### config.mk
export PLATFORM = sky130hd
export DESIGN_NAME = rr_arb_2to1
export DESIGN_NICKNAME = d
export VERILOG_FILES = /design/src/rtl/rr_arb_pkg.sv /design/src/rtl/out_reg_stage.sv /design/src/rtl/rr_arb_2to1.sv
export SDC_FILE = /design/constraint.sdc
export NUM_CORES = 1
export LEC_CHECK = 0
export BUFFER_PORTS_ARGS = -buffer_cell sky130_fd_sc_hd__buf_4
export CAP_MARGIN = 20
export CORE_MARGIN = 10
export CORE_UTILIZATION = 48
export CTS_CLUSTER_SIZE = 10
export DETAILED_ROUTE_END_ITERATION = 10
export PLACE_DENSITY_LB_ADDON = 0.25
export SLEW_MARGIN = 20
export SYNTH_ARGS = -nofsm -noshare
export SYNTH_HDL_FRONTEND = slang
export SYNTH_SLANG_ARGS = --single-unit
### constraint.sdc
create_clock -name clk -period 3.6 [get_ports clk]
set_input_delay 0.18 -clock clk [delete_from_list [all_inputs] [get_ports clk]]
set_output_delay 0.18 -clock clk [all_outputs]
set_load 0.01 [all_outputs]
### src/rtl/rr_arb_pkg.sv
// Shared encodings for the 2:1 round-robin packet arbiter.
// Kept separate so the select mux datapath can decode sel identically.
package rr_arb_pkg;

  typedef enum logic [1:0] {
    ST_IDLE   = 2'd0,
    ST_LOCK_A = 2'd1,
    ST_LOCK_B = 2'd2
  } state_t;

  localparam logic SEL_A = 1'b0;
  localparam logic SEL_B = 1'b1;

endpackage

### src/rtl/out_reg_stage.sv
// Single registered valid/ready output stage (no skid buffer).
// ld tells upstream a new beat may be captured this cycle.
module out_reg_stage #(
  parameter int DATA_W = 8
) (
  input  logic              clk,
  input  logic              rst,
  input  logic              load,
  input  logic [DATA_W-1:0] in_data,
  input  logic              in_last,
  input  logic              in_sel,
  input  logic              y_ready,
  output logic              ld,
  output logic              y_valid,
  output logic [DATA_W-1:0] y_data,
  output logic              y_last,
  output logic              sel
);

  import rr_arb_pkg::*;

  assign ld = ~y_valid | y_ready;

  always_ff @(posedge clk) begin
    if (rst) begin
      y_valid <= 1'b0;
      y_data  <= '0;
      y_last  <= 1'b0;
      sel     <= SEL_A;
    end else if (load) begin
      y_valid <= 1'b1;
      y_data  <= in_data;
      y_last  <= in_last;
      sel     <= in_sel;
    end else if (y_ready) begin
      y_valid <= 1'b0;
    end
  end

endmodule

### src/rtl/rr_arb_2to1.sv
// Two-channel round-robin packet arbiter feeding one output register.
// A granted multi-beat packet keeps the grant until its last beat.
module rr_arb_2to1 #(
  parameter int DATA_W = 8
) (
  input  logic              clk,
  input  logic              rst,
  input  logic              a_valid,
  input  logic [DATA_W-1:0] a_data,
  input  logic              a_last,
  output logic              a_ready,
  input  logic              b_valid,
  input  logic [DATA_W-1:0] b_data,
  input  logic              b_last,
  output logic              b_ready,
  output logic              y_valid,
  output logic [DATA_W-1:0] y_data,
  output logic              y_last,
  output logic              sel,
  input  logic              y_ready
);

  import rr_arb_pkg::*;

  state_t state;
  logic   last_grant;
  logic   ld;
  logic   grant_a;
  logic   grant_b;
  logic   a_xfer;
  logic   b_xfer;

  always_comb begin
    grant_a = 1'b0;
    grant_b = 1'b0;
    unique case (1'b1)
      state == ST_LOCK_A: grant_a = 1'b1;
      state == ST_LOCK_B: grant_b = 1'b1;
      default: begin
        grant_a = a_valid &
                  (~b_valid | last_grant == SEL_B);
        grant_b = b_valid &
                  (~a_valid | last_grant == SEL_A);
      end
    endcase
  end

  // Readies are forced low while reset is held.
  assign a_ready = ld & grant_a & ~rst;
  assign b_ready = ld & grant_b & ~rst;
  assign a_xfer  = a_valid & a_ready;
  assign b_xfer  = b_valid & b_ready;

  always_ff @(posedge clk) begin
    if (rst) begin
      state      <= ST_IDLE;
      last_grant <= SEL_B;
    end else begin
      if (a_xfer)
        last_grant <= SEL_A;
      else if (b_xfer)
        last_grant <= SEL_B;
      unique case (state)
        ST_IDLE: begin
          if (a_xfer & ~a_last)
            state <= ST_LOCK_A;
          else if (b_xfer & ~b_last)
            state <= ST_LOCK_B;
        end
        ST_LOCK_A:
          if (a_xfer & a_last) state <= ST_IDLE;
        ST_LOCK_B:
          if (b_xfer & b_last) state <= ST_IDLE;
        default: state <= ST_IDLE;
      endcase
    end
  end

  out_reg_stage #(.DATA_W(DATA_W)) u_out (
    .clk     (clk),
    .rst     (rst),
    .load    (a_xfer | b_xfer),
    .in_data (b_xfer ? b_data : a_data),
    .in_last (b_xfer ? b_last : a_last),
    .in_sel  (b_xfer ? SEL_B : SEL_A),
    .y_ready (y_ready),
    .ld      (ld),
    .y_valid (y_valid),
    .y_data  (y_data),
    .y_last  (y_last),
    .sel     (sel)
  );

endmodule

==> results of run 1 <==
[sequential cells by signal, summed over array words and instances (netlist names)]
signal         flops
u_out.y_data       8
u_out.y_valid      1
state              2
u_out.y_last       1
u_out.sel          1
last_grant         1
[final cells by class]
cell class | count | area (sq um)
Fill cell | 127 | 472
Timing Repair Buffer | 35 | 263
Sequential cell | 14 | 280
Inverter | 8 | 30.0
Clock buffer | 3 | 22.5
Multi-Input combinational cell | 63 | 437
Tap cell | 16 | 20.0
[power breakdown]
group / total [mW] / internal (mW) / leakage (nW) / switching, mW
Combinational: 0.150 / 0.0748 / 0.334 / 0.0752
Clock: 0.0875 / 0.0389 / 0.0138 / 0.0486
Sequential: 0.187 / 0.175 / 0.115 / 0.0124
Total: 0.425 / 0.289 / 0.462 / 0.136
[synthesized netlist by cell type, drive strengths merged, types with 2 or more instances]
cell type,n
nor2b,2
nand2,4
a211oi,10
nor2,12
buf,3
a21oi,5
dfxtp,14
o21ai,4
mux2i,9
inv,7
clkbuf,2
ha,3
[worst register-to-register path: stages, from the launching register on]
cell and delay, ns:
dfxtp_1 0.36, inv_1 0.08, ha_1 0.42, or3b_1 0.17, nand4_2 0.14, nor2_2 0.51, mux2i_1 0.17, a211oi_1 0.27
[worst max path at each step]
stage / start / end / slack [ns] / depth (start not counted)
after floorplan: state[0]$_SDFFE_PP0P_ / u_out.y_data[1]$_SDFFE_PP0P_ / 1.72 / 9
after global placement: state[0]$_SDFFE_PP0P_ / u_out.y_last$_SDFFE_PP0P_ / 1.48 / 7
after detailed placement: state[1]$_SDFFE_PP0P_ / u_out.y_data[6]$_SDFFE_PP0P_ / 1.36 / 7
after CTS: state[1]$_SDFFE_PP0P_ / u_out.y_data[6]$_SDFFE_PP0P_ / 1.35 / 7
after global routing: state[1]$_SDFFE_PP0P_ / u_out.y_data[0]$_SDFFE_PP0P_ / 1.15 / 7
final: state[1]$_SDFFE_PP0P_ / u_out.y_data[6]$_SDFFE_PP0P_ / 1.38 / 7
[per-layer routing]
layer  GRT usage (%)  share of wire (%)  vias to the layer above
met4            6.73                1.6                        0
met5               0                  0                        -
met3            4.80                6.6                        5
li1                -                  -                      388
met2            21.8                 49                       26
met1            13.3                 42                      344
[cells by family (layout without fill, tap and decap cells)]
group / after synthesis / count (layout) / share of synthesized area [%]
AO/OA/AOI/OAI: 25 / 25 / 21.9
adder cells (fa/ha/maj): 3 / 3 / 4.80
buffers and inverters: 13 / 46 / 8.32
flip-flops: 14 / 14 / 35.8
multiplexers: 9 / 9 / 11.5
AND/OR/NAND/NOR: 26 / 26 / 17.6
==> results.cfg, run 1 <==
[status]
outcome = finished clean

[placement]
dp_hpwl_um = 1750
placed_area_sq_um = 1030
dp_worst_setup_slack_ns = 1.36
gp_congestion = 0.900
io_buffers = 35
place_inst = 136

[worst_setup_path]
path_buf_inv = 1
worst-endpoint-required_ns = 3.79
reg2regPathDepth = 7
critPathMaxStageDelay_ns = 0.51
crit_slowest_cell = nor2_2
crit_chain = inv_1 > ha_1 > or3b_1 > nand4_2 > nor2_2 > mux2i_1 > a211oi_1
cp_top_family = simple AND/OR/NAND/NOR gates
worst-endpoint-arrival_ns = 2.41
critPathMaxFanout = 11
end_kind = flip-flop
r2r_end = u_out.y_data[6]$_SDFFE_PP0P_
r2r_setup_slack_ns = 1.38
start_kind = flip-flop
crit_type = reg -> reg
timing.rr.start = state[1]$_SDFFE_PP0P_

[hold_path]
hold-path-endpoint = u_out.sel$_SDFFE_PP0P_
min_path_type = in -> reg
min-delay-start = rst
hold_depth = 2

[synth]
synth_top_cells_by_area = dfxtp_1, mux2i_1, a211oi_1
ys_ff_latch = 14
ys_types = 30
syn_inst = 90
ys_async_sr_fraction_pct = 0
syn-num-nets = 116
synthesis.area_sq_um = 782
yosysTopAreaCellShare_pct = 35.8
yosysSeqAreaShare_pct = 35.8
yosys.area.top_type = dfxtp_1
synth_edf_count = 0
synth-main-ff-cell = dfxtp_1
ys.warnings.count = 0
avgSynthCellArea_sq_um = 8.69

[sta]
hold_slack_ns = 0.171
finalSetupTns_ns = 0
max_slew.worst_pin.slew_ns = 0.628
clock.fmax_mhz = 451
period_share_pct = 61.6
finalSetupViolCount = 0
period_needed_ns = 2.22
finalMaxSlewViolations = 0
finClkSkew_ns = 0.00681
rsz0062_at_grt = no
max-slew-margin-rel_pct = 58.1
final-hold-violation-count = 0
setup_ws_ns = 1.38

[drt]
initialDrtViolationCount = 11
drt-pass1-iter-count = 4
wl_per_cell_um = 15.7
avgViaCountPerCell = 5.49
num_vias = 763
ant_nets = 0
wl_um = 2190
drc_errors = 0

[clock_network]
clock-root-buffer = clkbuf_4
insertion_delay_ns = 0.28
numCtsBuffers = 3
cts_buffer_depth = 2
cts_tree = built
path_clk_slew_ns = 0.08
post_cts_buffers = 0
hold_buffers = 0
post_cts_resized = 0
cts_htree_levels = 1
cts.sinks = 14

[cells_and_area]
final_cells = 139
final_cell_mix = buf_4, dfxtp_1, nor2_1
diodes = 0
area_growth_pct = 34.6
stdcell_area_sq_um = 1050
drive_gt1_share_pct = 33.3
fin_util_pct = 69.0
layout_commonest_cell = buf_4
fin_nets = 151

[floorplanning]
die_w_um = 60.4
die-area_sq_um = 3640
die_h_um = 60.4
num_rows = 14
initial_core_util_pct = 51.3
ios = 36
core_area_sq_um = 1520

[global_routing]
grt-ovfl-total = 0
grt_pass1_vias = 841
grtUsageTotal_pct = 12.7
antenna_found_initial = 0
grt_pass1_wl_um = 3630
grt_max_degree = 22

[pwr]
p_leak_nw = 0.462
power_mw = 0.425
powerDensity_nw_per_um2 = 404
peakVddDrop_mv = 0.256

[run]
drv_cap = 0
Power figures use the tool's default switching activity.
==> run 2: changes to the inputs <==
CORE_UTILIZATION = 45   (was 48)
clock period = 2.1 ns   (was 3.6 ns; I/O delays follow)
==> results.cfg, run 2 (synthesis gave the netlist of run 1 again) <==
[cells_and_area]
top_regs = u_out.y_data x8, state x2
fillers = 145
fin_nets = 154
layout_commonest_cell = buf_4
largest_reg_flops = 8
drive_gt1_share_pct = 34.9
final_cell_mix = buf_4, dfxtp_1, nor2_1
diodes = 0
largest_register = u_out.y_data
area_growth_pct = 38.2

[clock_network]
cts_tree = built
cts.sinks = 14
path_clk_slew_ns = 0.08
clock-root-buffer = clkbuf_4
numCtsBuffers = 3
insertion_delay_ns = 0.27
post_cts_buffers = 0
hold_buffers = 0
cts_buffer_depth = 2
cts_htree_levels = 1

[sta]
max_slew.worst_pin.slew_ns = 0.398
finalMaxSlewViolations = 0
rsz0062_at_grt = no
final-hold-violation-count = 0
finClkSkew_ns = 0.00463
period_share_pct = 91.8
finalSetupViolCount = 0
clock.fmax_mhz = 519
period_needed_ns = 1.93
max-slew-margin-rel_pct = 73.2
finalSetupTns_ns = 0

[worst_setup_path]
crit_slowest_cell = or4_1
end_kind = flip-flop
timing.rr.start = state[0]$_SDFFE_PP0P_
start_kind = flip-flop
worst-endpoint-arrival_ns = 2.11
crit_chain = inv_1 > ha_1 > or3b_1 > nand4_2 > or4_1 > o22a_1 > o31ai_1
worst-endpoint-required_ns = 2.29
critPathMaxFanout = 5
path_buf_inv = 1
crit_type = reg -> reg
r2r_end = state[0]$_SDFFE_PP0P_
cp_top_family = simple AND/OR/NAND/NOR gates
r2r_setup_slack_ns = 0.17
reg2regPathDepth = 7
critPathMaxStageDelay_ns = 0.51

[floorplanning]
num_rows = 15
initial_core_util_pct = 46.3
die-area_sq_um = 3810
ios = 36
die_w_um = 61.7
core_area_sq_um = 1690
die_h_um = 61.7

[global_routing]
antenna_found_initial = 0
grt-ovfl-total = 0
grt_pass1_wl_um = 3300
grt_use_met3_pct = 6.19
top_usage_layer = met2
grt_max_degree = 21
grtUsageTotal_pct = 11.4
grt_pass1_vias = 767
globalRouteMet2Util_pct = 18.6
globalRouteMet1Util_pct = 12.0

[status]
outcome = finished clean

[drt]
drt-pass1-iter-count = 4
num_vias = 769
initialDrtViolationCount = 9
drc_errors = 0
avgViaCountPerCell = 5.38
wl_um = 2060
ant_nets = 0
wl_per_cell_um = 14.4

[pwr]
p_leak_nw = 0.477
powerDensity_nw_per_um2 = 674
peakVddDrop_mv = 0.401
power_mw = 0.729

[placement]
gp_congestion = 0.847
dp_hpwl_um = 1660
io_buffers = 35

[hold_path]
hold_depth = 2
min-delay-start = rst
min_path_type = in -> reg
hold-path-endpoint = u_out.y_last$_SDFFE_PP0P_

[run]
drv_cap = 0
## run 2: layout make-up
| type | count | area [sq um] | area share [%] |
|---|---|---|---|
| Clock buffer | 3 | 22.5 | 2.08 |
| Tap cell | 17 | 21.3 | 1.97 |
| Timing Repair Buffer | 38 | 285 | 26.4 |
| Sequential cell | 14 | 280 | 25.9 |
| Multi-Input combinational cell | 63 | 442 | 40.9 |
| Inverter | 8 | 30.0 | 2.78 |
## run 2: per-stage QoR
| stage | hold slack [ns] | instances | worst slack (ns) | cell area [sq um] | utilization (%) |
|---|---|---|---|---|---|
| 2_1_floorplan | 0.178 | 90 | 0.223 | 782 | - |
| 3_3_place_gp | 0.385 | 140 | 0.114 | 1050 | 62.4 |
| 3_5_place_dp | 0.387 | 140 | 0.00770 | 1050 | 62.4 |
| 4_1_cts | 0.0885 | 143 | 0.00700 | 1080 | 63.7 |
| 5_1_grt | 0.0997 | 143 | 0.0334 | 1080 | 64.0 |
| 6_report | 0.104 | 143 | 0.173 | 1080 | 64.0 |
## run 2: metal layers
| layer | wire length (um) | vias up |
|---|---|---|
| li1 | - | 394 |
| met1 | 798 | 346 |
| met2 | 1030 | 27 |
| met3 | 219 | 2 |
| met4 | 12 | 0 |
| met5 | 0 | - |
## run 2: how the worst max path moves through the flow
| stage | cells past startpoint | to | slack (ns) | start |
|---|---|---|---|---|
| 6_report | 7 | state[0]$_SDFFE_PP0P_ | 0.17 | state[0]$_SDFFE_PP0P_ |
| 3_5_place_dp | 7 | u_out.y_data[0]$_SDFFE_PP0P_ | 0.008 | state[0]$_SDFFE_PP0P_ |
| 5_1_grt | 8 | u_out.y_data[7]$_SDFFE_PP0P_ | 0.03 | state[1]$_SDFFE_PP0P_ |
| 2_1_floorplan | 9 | u_out.y_data[1]$_SDFFE_PP0P_ | 0.22 | state[0]$_SDFFE_PP0P_ |
| 4_1_cts | 7 | u_out.y_data[0]$_SDFFE_PP0P_ | 0.007 | state[0]$_SDFFE_PP0P_ |
| 3_3_place_gp | 7 | u_out.y_data[5]$_SDFFE_PP0P_ | 0.11 | state[0]$_SDFFE_PP0P_ |
## run 2: where the power goes
group	internal [mW]	total, mW	switching, mW
combinational	0.138	0.267	0.129
clock	0.0662	0.142	0.0759
sequential	0.300	0.320	0.0197
## run 2: repair_timing
item / in CTS / in global routing
setup endpoints to repair: 0 / 9
hold endpoints to repair: 0 / 0
gates resized for setup: 0 / 1
==> run 3: changes to the inputs <==
--- a/config.mk
+++ b/config.mk
@@ -8,8 +8,9 @@
 export BUFFER_PORTS_ARGS = -buffer_cell sky130_fd_sc_hd__buf_4
 export CAP_MARGIN = 20
-export CORE_MARGIN = 10
+export CORE_MARGIN = 8
 export CORE_UTILIZATION = 45
 export CTS_CLUSTER_SIZE = 10
 export DETAILED_ROUTE_END_ITERATION = 10
+export GPL_TIMING_DRIVEN = 0
 export PLACE_DENSITY_LB_ADDON = 0.25
 export SLEW_MARGIN = 20
==> constraint.sdc (replaced) <==
create_clock -name clk -period 2.1 [get_ports clk]
set_input_delay 0.42 -clock clk [delete_from_list [all_inputs] [get_ports clk]]
set_output_delay 0.42 -clock clk [all_outputs]
set_load 0.01 [all_outputs]
==> results.cfg, run 3 (synthesis gave the netlist of run 1 again) <==
[drt]
initialDrtViolationCount = 17
drt-pass1-iter-count = 4
avgViaCountPerCell = 5.31
routed.top_layer = met4
ant_nets = 0
wl_um = 2070
route.met3.wl_um = 114
wl_per_cell_um = 14.3
drc_errors = 0
num_vias = 770
wl_met1_um = 1000
route.met2.wl_um = 941

[clock_network]
insertion_delay_ns = 0.26
cts_buffer_depth = 2
numCtsBuffers = 3
hold_buffers = 0
post_cts_buffers = 0
cts_tree = built
clock-root-buffer = clkbuf_4
path_clk_slew_ns = 0.08
cts_htree_levels = 1
cts.sinks = 14

[hold_path]
min_path_type = in -> reg
hold_depth = 2
min-delay-start = rst
hold-path-endpoint = u_out.y_data[0]$_SDFFE_PP0P_

[placement]
dp_hpwl_um = 1570
gp_congestion = 0.845
io_buffers = 35
place_inst = 142

[sta]
final-hold-violation-count = 0
clock.fmax_mhz = 506
period_needed_ns = 1.98
finalSetupTns_ns = 0
finClkSkew_ns = 0.00562
rsz0062_at_grt = no
period_share_pct = 94.2
max-slew-margin-rel_pct = 66.2
finalSetupViolCount = 0
max_slew.worst_pin.slew_ns = 0.507
finalMaxSlewViolations = 0
hold_slack_ns = 0.340

[worst_setup_path]
crit_type = reg -> out
end_kind = output pin
path_buf_inv = 3
critPathMaxStageDelay_ns = 0.35
r2r_end = u_out.y_data[6]$_SDFFE_PP0P_
worst-endpoint-arrival_ns = 1.56
crit_slowest_cell = dfxtp_2
crit_chain = inv_1 > ha_1 > buf_6 > nand3b_1 > a21oi_1 > buf_4
worst-endpoint-required_ns = 1.68
critPathMaxFanout = 9
cp_top_family = flip-flops
reg2regPathDepth = 9
start_kind = flip-flop
r2r_setup_slack_ns = 0.13
timing.rr.start = state[0]$_SDFFE_PP0P_

[global_routing]
grt_pass1_wl_um = 3580
grt_max_degree = 11
grt_pass1_vias = 816
grtUsageTotal_pct = 13.0
antenna_found_initial = 0
grt-ovfl-total = 0

[cells_and_area]
largest_register = u_out.y_data
top_regs = u_out.y_data x8, state x2
drive_gt1_share_pct = 37.5
area_growth_pct = 41.6
fin_util_pct = 65.6
fin_nets = 156
final_cell_mix = buf_4, dfxtp_1, nor2_1
layout_commonest_cell = buf_4
largest_reg_flops = 8
diodes = 0
final_cells = 145

[floorplanning]
num_rows = 15
ios = 36
core_area_sq_um = 1690
die-area_sq_um = 3330
die_w_um = 57.7
die_h_um = 57.7
initial_core_util_pct = 46.3

[status]
outcome = finished clean

[pwr]
peakVddDrop_mv = 0.414
p_leak_nw = 0.484
power_mw = 0.741
powerDensity_nw_per_um2 = 669

[run]
drv_cap = 0
[run 3: layer usage]
layer	vias to the layer above	track usage, %
met5	-	0
met2	25	21.4
met4	0	4.90
li1	397	-
met1	346	15.9
met3	2	3.53
[run 3: through the flow]
| step | cell area, sq um | worst slack [ns] |
|---|---|---|
| floorplan | 782 | 0.223 |
| global placement | 1070 | 0.129 |
| detailed placement | 1070 | 0.0542 |
| CTS | 1090 | 0.0507 |
| global route | 1110 | 0.00292 |
| finish | 1110 | 0.122 |
[run 3: worst max-delay path by stage]
stage	startpoint	endpoint	cells after the start
detailed placement	state[0]$_SDFFE_PP0P_	u_out.y_data[4]$_SDFFE_PP0P_	9
CTS	state[0]$_SDFFE_PP0P_	u_out.y_data[4]$_SDFFE_PP0P_	9
global placement	state[0]$_SDFFE_PP0P_	u_out.y_data[1]$_SDFFE_PP0P_	9
global route	state[0]$_SDFFE_PP0P_	b_ready	6
floorplan	state[0]$_SDFFE_PP0P_	u_out.y_data[1]$_SDFFE_PP0P_	9
finish	state[0]$_SDFFE_PP0P_	b_ready	6
[run 3: layout make-up]
cell class	count	area, sq um
well taps	17	21.3
fillers	160	582
inverters	8	30.0
clock buffers	3	22.5
repair buffers	35	263
flip-flops and latches	14	283
multi-input cells	63	453
plain buffers	5	35.0
[run 3: worst reg2reg max path, delay by kind of cell, from the launching register on]
family,cells,cell delay [ns]
and+or+nand+nor,3,0.55
buffers and inverters,3,0.36
DFF,1,0.35
adders and majority gates,1,0.30
AOI/OAI and AO/OA,1,0.21
muxes,1,0.13
[run 3: report_power, final]
group | switching [mW] | internal (mW)
sequential | 0.0202 | 0.301
combinational | 0.134 | 0.144
clock | 0.0760 | 0.0661
[run 3: what timing repair did]
item / in CTS / in global routing
endpoints found under the hold margin: 0 / 0
endpoints found under the setup margin: 0 / 10
gates resized for setup: 0 / 5
